<file path="src/rtl/tcdm_bank_adapter.sv">
// tcdm_bank_adapter: target-side adapter from the interconnect's valid/ready
// request channel to a fixed-latency SRAM bank, with a credit-protected response FIFO.
module tcdm_bank_adapter #(
    parameter int unsigned NumInLog2    = 5,
    parameter int unsigned AddrMemWidth = 12,
    parameter int unsigned DataWidth    = 32,
    parameter int unsigned BeWidth      = DataWidth / 8,
    parameter int unsigned MemLatency   = 1,
    parameter int unsigned RespDepth    = 2,
    parameter logic        WriteResp    = 1'b0
) (
    input  logic                    clk_i,
    input  logic                    rst_i,

    input  logic                    req_valid_i,
    output logic                    req_ready_o,
    input  logic [NumInLog2-1:0]    req_ini_addr_i,
    input  logic [AddrMemWidth-1:0] req_tgt_addr_i,
    input  logic                    req_wen_i,
    input  logic [DataWidth-1:0]    req_wdata_i,
    input  logic [BeWidth-1:0]      req_be_i,

    output logic                    resp_valid_o,
    input  logic                    resp_ready_i,
    output logic [NumInLog2-1:0]    resp_ini_addr_o,
    output logic [DataWidth-1:0]    resp_rdata_o,

    output logic                    mem_req_o,
    output logic                    mem_we_o,
    output logic [AddrMemWidth-1:0] mem_addr_o,
    output logic [DataWidth-1:0]    mem_wdata_o,
    output logic [BeWidth-1:0]      mem_be_o,
    input  logic [DataWidth-1:0]    mem_rdata_i
);

    localparam int unsigned CntWidth = $clog2(RespDepth + 1);
    localparam int unsigned PtrWidth = (RespDepth > 1) ? $clog2(RespDepth) : 1;
    localparam logic [CntWidth-1:0] CntMax  = CntWidth'(RespDepth);
    localparam logic [PtrWidth-1:0] PtrLast = PtrWidth'(RespDepth - 1);

    // Credits: responses owed, either in the bank pipeline or parked in the FIFO.
    logic [CntWidth-1:0] cnt;

    logic req_hs;
    logic needs_resp;
    logic resp_hs;
    logic cnt_inc;
    logic cnt_dec;

    // Metadata travelling alongside the bank access.
    logic [MemLatency-1:0] pipe_v;
    logic [MemLatency-1:0] pipe_w;
    logic [NumInLog2-1:0]  pipe_ini [MemLatency];

    logic                 ret;
    logic                 ret_w;
    logic [NumInLog2-1:0] ret_ini;
    logic [DataWidth-1:0] ret_data;

    // Response FIFO storage and bookkeeping.
    logic [NumInLog2-1:0] fifo_ini  [RespDepth];
    logic [DataWidth-1:0] fifo_data [RespDepth];
    logic [PtrWidth-1:0]  rd_ptr;
    logic [PtrWidth-1:0]  wr_ptr;
    logic [CntWidth-1:0]  fifo_cnt;
    logic                 fifo_empty;
    logic                 fifo_full;
    logic                 push;
    logic                 pop;

    function automatic logic [PtrWidth-1:0] ptr_next(input logic [PtrWidth-1:0] p);
        return (p == PtrLast) ? '0 : p + 1'b1;
    endfunction

    // Ready depends only on the credit count, so it cannot form a comb loop
    // with the initiator's valid or with the response side.
    assign req_ready_o = !rst_i && (cnt < CntMax);
    assign req_hs      = req_valid_i && req_ready_o;
    assign needs_resp  = !req_wen_i || WriteResp;

    assign mem_req_o   = req_hs;
    assign mem_we_o    = req_wen_i;
    assign mem_addr_o  = req_tgt_addr_i;
    assign mem_wdata_o = req_wdata_i;
    assign mem_be_o    = req_be_i;

    assign ret      = pipe_v[MemLatency-1];
    assign ret_w    = pipe_w[MemLatency-1];
    assign ret_ini  = pipe_ini[MemLatency-1];
    assign ret_data = ret_w ? '0 : mem_rdata_i;

    assign fifo_empty = (fifo_cnt == '0);
    assign fifo_full  = (fifo_cnt == CntMax);

    assign resp_valid_o = !rst_i && (ret || !fifo_empty);
    assign resp_hs      = resp_valid_o && resp_ready_i;

    // A returning response bypasses the FIFO only when nothing is queued
    // ahead of it and the initiator takes it right away.
    assign push = ret && !(fifo_empty && resp_ready_i);
    assign pop  = resp_hs && !fifo_empty;

    assign cnt_inc = req_hs && needs_resp;
    assign cnt_dec = resp_hs;

    // Response mux: FIFO head has priority to keep acceptance order.
    always_comb begin
        resp_ini_addr_o = '0;
        resp_rdata_o    = '0;
        if (!rst_i) begin
            if (!fifo_empty) begin
                resp_ini_addr_o = fifo_ini[rd_ptr];
                resp_rdata_o    = fifo_data[rd_ptr];
            end else if (ret) begin
                resp_ini_addr_o = ret_ini;
                resp_rdata_o    = ret_data;
            end
        end
    end

    // Credit counter; simultaneous grant and return cancel out.
    always_ff @(posedge clk_i) begin
        if (rst_i) begin
            cnt <= '0;
        end else if (cnt_inc && !cnt_dec) begin
            cnt <= cnt + 1'b1;
        end else if (cnt_dec && !cnt_inc) begin
            cnt <= cnt - 1'b1;
        end
    end

    // Valid bits of the metadata pipeline; only response-owing requests enter.
    always_ff @(posedge clk_i) begin
        if (rst_i) begin
            pipe_v <= '0;
        end else begin
            pipe_v[0] <= cnt_inc;
            for (int i = 1; i < MemLatency; i++) begin
                pipe_v[i] <= pipe_v[i-1];
            end
        end
    end

    // Metadata payload; qualified by pipe_v so it needs no reset.
    always_ff @(posedge clk_i) begin
        pipe_w[0]   <= req_wen_i;
        pipe_ini[0] <= req_ini_addr_i;
        for (int i = 1; i < MemLatency; i++) begin
            pipe_w[i]   <= pipe_w[i-1];
            pipe_ini[i] <= pipe_ini[i-1];
        end
    end

    // FIFO pointers and occupancy.
    always_ff @(posedge clk_i) begin
        if (rst_i) begin
            rd_ptr   <= '0;
            wr_ptr   <= '0;
            fifo_cnt <= '0;
        end else begin
            if (push) begin
                wr_ptr <= ptr_next(wr_ptr);
            end
            if (pop) begin
                rd_ptr <= ptr_next(rd_ptr);
            end
            if (push && !pop) begin
                fifo_cnt <= fifo_cnt + 1'b1;
            end else if (pop && !push) begin
                fifo_cnt <= fifo_cnt - 1'b1;
            end
        end
    end

    // FIFO storage; entries are only read while counted as occupied.
    always_ff @(posedge clk_i) begin
        if (push) begin
            fifo_ini[wr_ptr]  <= ret_ini;
            fifo_data[wr_ptr] <= ret_data;
        end
    end

endmodule

</file>
<file path="config.mk">
export PLATFORM = sky130hd
export DESIGN_NAME = tcdm_bank_adapter
export DESIGN_NICKNAME = d
export VERILOG_FILES = /design/src/rtl/tcdm_bank_adapter.sv
export SDC_FILE = /design/constraint.sdc
export NUM_CORES = 1
export LEC_CHECK = 0
export CAP_MARGIN = 20
export CORE_AREA = 2 2 108 110
export CTS_CLUSTER_DIAMETER = 200
export DETAILED_ROUTE_END_ITERATION = 16
export DIE_AREA = 0 0 110 112
export HOLD_SLACK_MARGIN = 0.05
export PLACE_DENSITY = 0.86
export SYNTH_ARGS = -nofsm -noshare
export SYNTH_HDL_FRONTEND = slang
export SYNTH_SLANG_ARGS = --single-unit
</file>
<file path="constraint.sdc">
create_clock -name clk_i -period 3.6 [get_ports clk_i]
set_clock_uncertainty 0.05 [all_clocks]
set_input_delay 0.72 -clock clk_i [delete_from_list [all_inputs] [get_ports clk_i]]
set_output_delay 0.72 -clock clk_i [all_outputs]
set_load 0.02 [all_outputs]
</file>
### Word-level counts from Yosys, hierarchy flattened

Memory sizes are Yosys's and may differ from the RTL's. A register that Yosys moved wholly into a read port is not among the register bits.
Index checks and enable logic that the tools add are counted.

| storage, ports and cells | value |
|---|---|
| flip-flop bits (word level) | 8 |
| memory bits (writable) | 79 |
| bits of input ports | 90 |
| output and inout bits | 89 |
| word-level logic and storage cells | 59 |
| memories kept | 3 |

Memory list:

| name | depth | width | rd ports | clocked after memory_dff | wr ports | RTL line | source |
|---|---|---|---|---|---|---|---|
| fifo_data | 2 | 32 | 1 | 1 | 1 | 62 | `logic [DataWidth-1:0] fifo_data [RespDepth];` |
| fifo_ini | 2 | 5 | 1 | 1 | 1 | 61 | `logic [NumInLog2-1:0] fifo_ini [RespDepth];` |
| pipe_ini | 1 | 5 | 1 | 0 | 1 | 53 | `logic [NumInLog2-1:0] pipe_ini [MemLatency];` |

| operators by class | value |
|---|---|
| add/sub/neg operators | 6 |
| order comparisons | 1 |
| muxes and demuxes | 19 |
| reduce and logical (&&, ||, !) cells | 24 |

Operator list:

| operator | count |
|---|---|
| 32-bit 2-to-1 mux | 4 |
| 5-bit 2-to-1 mux | 3 |
| 1-bit logical AND | 12 |
| 1-bit logical NOT | 8 |
| 1-bit 2-to-1 mux | 8 |
| 2-bit 2-to-1 mux | 4 |
| 2-bit by 1-bit adder with 2-bit output, second input constant | 2 |
| 2-bit nonzero test | 2 |
| 2-bit by 1-bit subtractor with 2-bit output, second input constant | 2 |
| 1-bit adder, second input constant | 2 |
| 2-bit logical NOT | 1 |
| 2-bit < comparator, second input constant | 1 |
| 1-bit logical OR | 1 |

### Depth between registers and ports, before layout

Gate-level depths: netlist (run 1).

| depth | value |
|---|---|
| word-level depth | 9 |
| mapped depth | 10 |
| depth with buffers taken out | 7 |

### Worst setup path before layout (run 1)

Ideal clock, no wire load.

| path | value |
|---|---|
| kind | input to register |
| start point | input resp_ready_i |
| end point | memory fifo_data[0][0] (enable) |
| setup time | 0.436 ns |
| arrival | 2.587 ns |
| data required time | 3.114 ns |
| setup slack | 0.527 ns |
| stages | 2 |
| cells stage by stage | a21boi_2 > nor2b_1 |

| between the ends | value |
|---|---|
| longest elaborated chain between the ends | 5 |

RTL lines:

| what | RTL line | source |
|---|---|---|
| start, declared | 24 | `input logic resp_ready_i,` |
| 1-bit logical AND | 100 | `assign push = ret && !(fifo_empty && resp_ready_i);` |
| 1-bit logical NOT | 100 |  |
| 1-bit logical AND | 100 |  |
| 1-bit 2-to-1 mux | 177 | `if (push) begin` |
| 1-bit 2-to-1 mux (not written as such) | 179 | `fifo_data[wr_ptr] <= ret_data;` |
| end, declared | 62 |  |

Every way passes these cells.

### Worst setup path after layout (run 1)

| path | value |
|---|---|
| start point | register fifo_cnt[0] |
| end point | output resp_rdata_o[24] |

| between the ends | value |
|---|---|
| longest elaborated chain between the ends | 3 |

RTL lines:

| what | RTL line | source |
|---|---|---|
| start, declared | 65 | `logic [CntWidth-1:0] fifo_cnt;` |
| start signal, assigned | 168 | `fifo_cnt <= fifo_cnt + 1'b1;` |
| start signal, assigned | 170 | `fifo_cnt <= fifo_cnt - 1'b1;` |
| 2-bit logical NOT | 92 | `assign fifo_empty = (fifo_cnt == '0);` |
| 32-bit 2-to-1 mux | 111 | `if (!fifo_empty) begin` |
| 32-bit 2-to-1 mux | 110 | `if (!rst_i) begin` |
| end, declared | 26 | `output logic [DataWidth-1:0] resp_rdata_o,` |

Every way passes these cells.

==> impl_metrics.yaml, run 1 <==
clock_tree:
  cts_tree: "yes"
  clk_latency_ns: 0.33
  root_buffer: "clkbuf_16"
  cts_setup_buffers: 0
  cts_buffers: 9
  cts.path.max_buffers: 2
  cts_hold_buf: 0
  h-tree-depth: 3
  cts_sinks: 88
  clk_pin_slew_worst_paths_ns: 0.06
  cts_resized: 0
finish:
  drive_above_1_share: 0.184
  fin_util: 0.473
  nets: 472
  num_antenna_cells: 0
  area_growth_pct: 21.2
timing:
  hold_violations: 0
  rsz0062_at_grt: "false"
  post-route-min-period_ns: 3.29
  hold_ws_ns: 0.409
  fmax_ghz: 0.304
  layout_setup_ws_ns: 0.313
  setup_tns_ns: 0
  min_period_over_period: 0.913
  maxSlewHeadroom: 0.578
  setup_viol: 0
  drv_slew: 0
  tightest_slew_ns: 0.632
critical_path:
  r2r_slack_ns: 1.40
  arrival_ns: 2.52
  worst_setup_path_start_kind: "register"
  critPathKind: "reg -> out"
  required_ns: 2.83
  cp_max_fo: 23
  cp-end-kind: "output pin"
floorplanning:
  start_util: 0.390
  io_pins: 179
  row_count: 39
  fp.dieArea_um2: 12300
  fp.dieH_um: 112
  core_area_um2: 11200
  die_w_um: 110
placement:
  dp_hpwl_mm: 5.49
  dp_slack_ns: 0.549
  io_buffers: 82
  place.gp.congestion: 0.661
power_and_ir_drop:
  ir_drop_v: 0.000199
  cellLeakagePower_nw: 1.76
  p_per_area_nw_per_um2: 480
synth:
  syn_nets: 440
  synth_area_leaders: "edfxtp_1 (51%), mux2_2 (9.3%), buf_4 (8.8%)"
  syn_inst: 348
  synthAdderAreaFrac: 0.00574
  synth.cell_area_um2: 4360
  synth_top_family_by_area: "simple AND/OR/NAND/NOR gates"
  ys_ff_latch: 88
  yosys_warnings: 0
  synth_top_area_share: 0.509
  synth_compound_area_frac: 0.0611
  seq_area_frac_synth: 0.574
  synth_simple_gate_area_frac: 0.120
  synth_area_leader_cell: "edfxtp_1"
  synth.mux.area_fraction: 0.111
  synth_xor_area_frac: 0.0100
  syn_area_per_cell_um2: 12.5
  synth.distinct_cells: 26
global_routing:
  track_usage: 0.143
  antenna_found_initial: 0
  grt_pass1_wl_mm: 13.5
  gr-total-overflow: 0
  grt_max_degree: 32
  grt_pass1_vias: 2722
route:
  wl_mm: 8.68
  drc: 0
  drtIter0Drc: 138
  num_vias: 2642
  viasPerCell: 5.00
  wire_per_inst_um: 16.4
  drtAntennaViolNets: 0
  first_pass_iters: 6
run_status:
  outcome: "complete, no violations"
job:
  maxCapViolCount: 0
min_path:
  hold_class: "reg -> reg"
[registers in the layout, summed over array words and instances, names as in the netlist, named ones only]
register   count
rd_ptr         1
fifo_cnt       2
pipe_w         1
fifo_ini      10
pipe_ini       5
cnt            2
pipe_v         1
wr_ptr         1
fifo_data     64
[where the power goes]
| group | switching (mW) | leakage [nW] | internal, mW |
|---|---|---|---|
| clock network | 0.369 | 0.165 | 0.614 |
| registers | 0.0180 | 0.795 | 1.13 |
| logic | 0.203 | 0.805 | 0.202 |
[critical path, stage by stage, from the launching register on]
cell	delay [ns]
dfxtp_1	0.48
or2_2	0.52
buf_4	0.34
a22oi_1	0.10
nor2_1	0.13
clkdlybuf4s50_1	0.62
[cells by family after synthesis]
| group | count (synthesis) |
|---|---|
| buffers and inverters | 70 |
| XOR/XNOR | 5 |
| multiplexers | 43 |
| AND/OR/NAND/NOR | 101 |
| adder cells (fa/ha/maj) | 2 |
| AO/OA/AOI/OAI | 39 |
| flip-flops | 88 |
[layout by cell type (no fill, tap or decap), types with 3 or more instances in the layout]
| cell | count |
|---|---|
| clkdlybuf4s50_1 | 81 |
| edfxtp_1 | 74 |
| nor2_1 | 38 |
| mux2_2 | 36 |
| nor2b_1 | 30 |
| a22oi_1 | 26 |
| dfxtp_1 | 13 |
| nand2_1 | 12 |
| clkbuf_16 | 12 |
| a21oi_1 | 8 |
| and2b_1 | 6 |
| nand3_1 | 6 |
| buf_4 | 6 |
| mux2i_1 | 5 |
| xor2_1 | 5 |
| o21ai_0 | 4 |
| buf_12 | 3 |
[cells in the mapped netlist (all sizes together)]
cell    instances
dfxtp          14
and2            2
buf            61
nor4b           1
nand2          12
nor2           40
a21oi           8
or2             1
edfxtp         74
nand3           6
or3             2
nor2b          31
ha              2
mux2i           5
o21ai           4
clkbuf          9
mux2           38
a22oi          26
and2b           6
xor2            5
a21boi          1
[through the flow]
step / instances / total power, mW / area, um^2
after floorplan: 348 / 1.51 / 4360
after CTS: 528 / 2.57 / 5290
after global placement: 512 / 1.57 / 4960
final: 528 / 2.54 / 5290
after global routing: 528 / 2.64 / 5290
after detailed placement: 512 / 1.58 / 4960
[area by class of cell]
cell class                 count  area (um^2)
clock buffer                  14          318
clock inverter                 2         12.5
fill                         993         5890
multi-input combinational    190         1350
sequential                    88         2500
tap                          143          179
timing repair buffer          91          921
[path summary, 6_finish.rpt]
| check | startpoint | cells after the start | to |
|---|---|---|---|
| max | fifo_cnt[0]$_SDFFE_PP0P_ | 5 | resp_rdata_o[24] |
| min | pipe_ini[0][0]$_DFF_P_ | 0 | fifo_ini[1][0]$_DFFE_PP_ |
| max reg2reg | fifo_cnt[0]$_SDFFE_PP0P_ | 4 | fifo_ini[0][1]$_DFFE_PP_ |
| min reg2reg | pipe_ini[0][0]$_DFF_P_ | 0 | fifo_ini[1][0]$_DFFE_PP_ |
[per-layer routing]
metal  vias up  track usage  wire length, um
met3        45       0.0281              498
met4         0       0.0717              231
met1      1267        0.174             3690
met2        81        0.238             4260
met5         -            0                0
li1       1249            -                -
Note: power is estimated with default switching activity, not from simulation.
==> run 2: changes to the inputs <==
- CAP_MARGIN: 20 -> 25
- CORE_AREA: 2 2 108 110 -> 5 5 111 113
- DIE_AREA: 0 0 110 112 -> 0 0 116 118
- clock period: 3.6 -> 3.9 ns (I/O delays scaled with it)
==> run 2 against run 1 <==
  * Power is 11% lower
  * Critical endpoint is now resp_rdata_o[22]
  * Count of clock-buffer cells in the layout stayed put
  * Highest routed layer unchanged
  * Largest cell class unchanged
  * Via count grew 0.38%
==> impl_metrics.yaml, run 2 (synthesized netlist as in run 1, its figures left out) <==
run_status:
  outcome: "complete, no violations"
floorplanning:
  io_pins: 179
  row_count: 39
  core_area_um2: 11200
  fp.dieArea_um2: 13700
  start_util: 0.389
  die_w_um: 116
  fp.dieH_um: 118
clock_tree:
  cts_tree: "yes"
  h-tree-depth: 3
  root_buffer: "clkbuf_16"
  cts_resized: 0
  clk_latency_ns: 0.33
  cts_hold_buf: 0
  cts_sinks: 88
  cts.path.max_buffers: 2
  cts_buffers: 9
  clk_pin_slew_worst_paths_ns: 0.06
  cts_setup_buffers: 0
critical_path:
  path_cells: "or2_2 -> buf_4 -> a22oi_1 -> nor2_1 -> clkdlybuf4s50_1"
  cp_max_fo: 23
  critPathKind: "reg -> out"
  arrival_ns: 2.53
  slowest_delay_ns: 0.62
  cp.depth: 5
  worst_setup_path_start_kind: "register"
  r2r_cells: 4
  worst-path-buf-inv: 2
  cp-end-kind: "output pin"
  path_delay_family: "buffers and inverters"
  slowest_stage: "clkdlybuf4s50_1"
  required_ns: 3.07
power_and_ir_drop:
  p_comb_frac: 0.166
  p_sw_frac: 0.237
  cellLeakagePower_nw: 1.74
  p_per_area_nw_per_um2: 431
  power_frac_clock: 0.362
  p_switching_mw: 0.533
  seq_power_share: 0.472
  p_int_mw: 1.72
  ir_drop_v: 0.000176
finish:
  largest_register_ffs: 64
  top_regs: "fifo_data x64, fifo_ini x10, pipe_ini x5"
  fin_cells: 528
  area_growth_pct: 19.7
  num_antenna_cells: 0
  final_cell_mix: "clkdlybuf4s50_1 (81), edfxtp_1 (74), nor2_1 (38)"
  regMostFlops: "fifo_data"
  layout_commonest_cell: "clkdlybuf4s50_1"
  nets: 472
  fin_util: 0.465
  drive_above_1_share: 0.179
timing:
  maxSlewHeadroom: 0.361
  setup_tns_ns: 0
  min_period_over_period: 0.862
  setup_viol: 0
  rsz0062_at_grt: "false"
  fmax_ghz: 0.298
  tightest_slew_ns: 0.959
  drv_slew: 0
  hold_violations: 0
  post-route-min-period_ns: 3.36
global_routing:
  grt_pass1_wl_mm: 14.3
  antenna_found_initial: 0
  grt_pass1_vias: 2928
  track_usage: 0.133
  gr-total-overflow: 0
  grt_max_degree: 38
route:
  first_pass_iters: 5
  num_vias: 2652
  wire_per_inst_um: 17.1
  drtAntennaViolNets: 0
  wl_mm: 9.01
  viasPerCell: 5.02
  drtIter0Drc: 202
  drc: 0
placement:
  io_buffers: 82
  dpl.cell_count: 512
  place.gp.congestion: 0.723
  dp_hpwl_mm: 6.27
min_path:
  min_delay_path_depth: 0
  hold_class: "reg -> reg"
job:
  maxCapViolCount: 0
## run 2: layout make-up
type	instances	area (um^2)
multi-input cells	190	1350
repair buffers	91	896
fillers	1028	6000
well taps	143	179
clock inverters	2	11.3
flip-flops and latches	88	2500
clock buffers	14	275
## run 2: path summary, 6_finish.rpt
path	slack, ns	start	endpoint
setup / recovery	0.54	fifo_cnt[0]$_SDFFE_PP0P_	resp_rdata_o[22]
hold / removal	0.41	pipe_ini[0][4]$_DFF_P_	fifo_ini[0][4]$_DFFE_PP_
setup reg to reg	1.66	fifo_cnt[0]$_SDFFE_PP0P_	fifo_data[0][28]$_DFFE_PP_
hold reg to reg	0.41	pipe_ini[0][4]$_DFF_P_	fifo_ini[0][4]$_DFFE_PP_
## run 2: power by group through the flow
stage / sequential, mW / clock, mW / combinational, mW
floorplan: 1.07 / 0 / 0.323
global placement: 1.08 / 0 / 0.369
finish: 1.06 / 0.814 / 0.374
global route: 1.07 / 0.876 / 0.407
CTS: 1.06 / 0.832 / 0.379
detailed placement: 1.08 / 0 / 0.377
## run 2: per-stage QoR
step / hold slack, ns / power, mW / area [um^2] / worst slack (ns)
CTS: 0.414 / 2.28 / 5220 / 0.493
detailed placement: 0.400 / 1.46 / 4930 / 0.712
finish: 0.407 / 2.25 / 5220 / 0.539
global placement: 0.387 / 1.45 / 4930 / 0.692
floorplan: 0.376 / 1.40 / 4360 / 0.767
global route: 0.420 / 2.35 / 5220 / 0.377
## run 2: worst reg2reg max path, cell delays in order, from the launching register on
cell and delay [ns]:
dfxtp_1 0.48, nor2_1 0.21, a21boi_2 0.27, nor2b_4 0.48, buf_4 0.42
## run 2: routing by layer
layer / up-vias / track usage / share of wire
met5: - / 0 / 0
met4: 0 / 0.0609 / 0.017
met3: 20 / 0.0339 / 0.093
met2: 120 / 0.219 / 0.49
met1: 1267 / 0.160 / 0.40
li1: 1245 / - / -
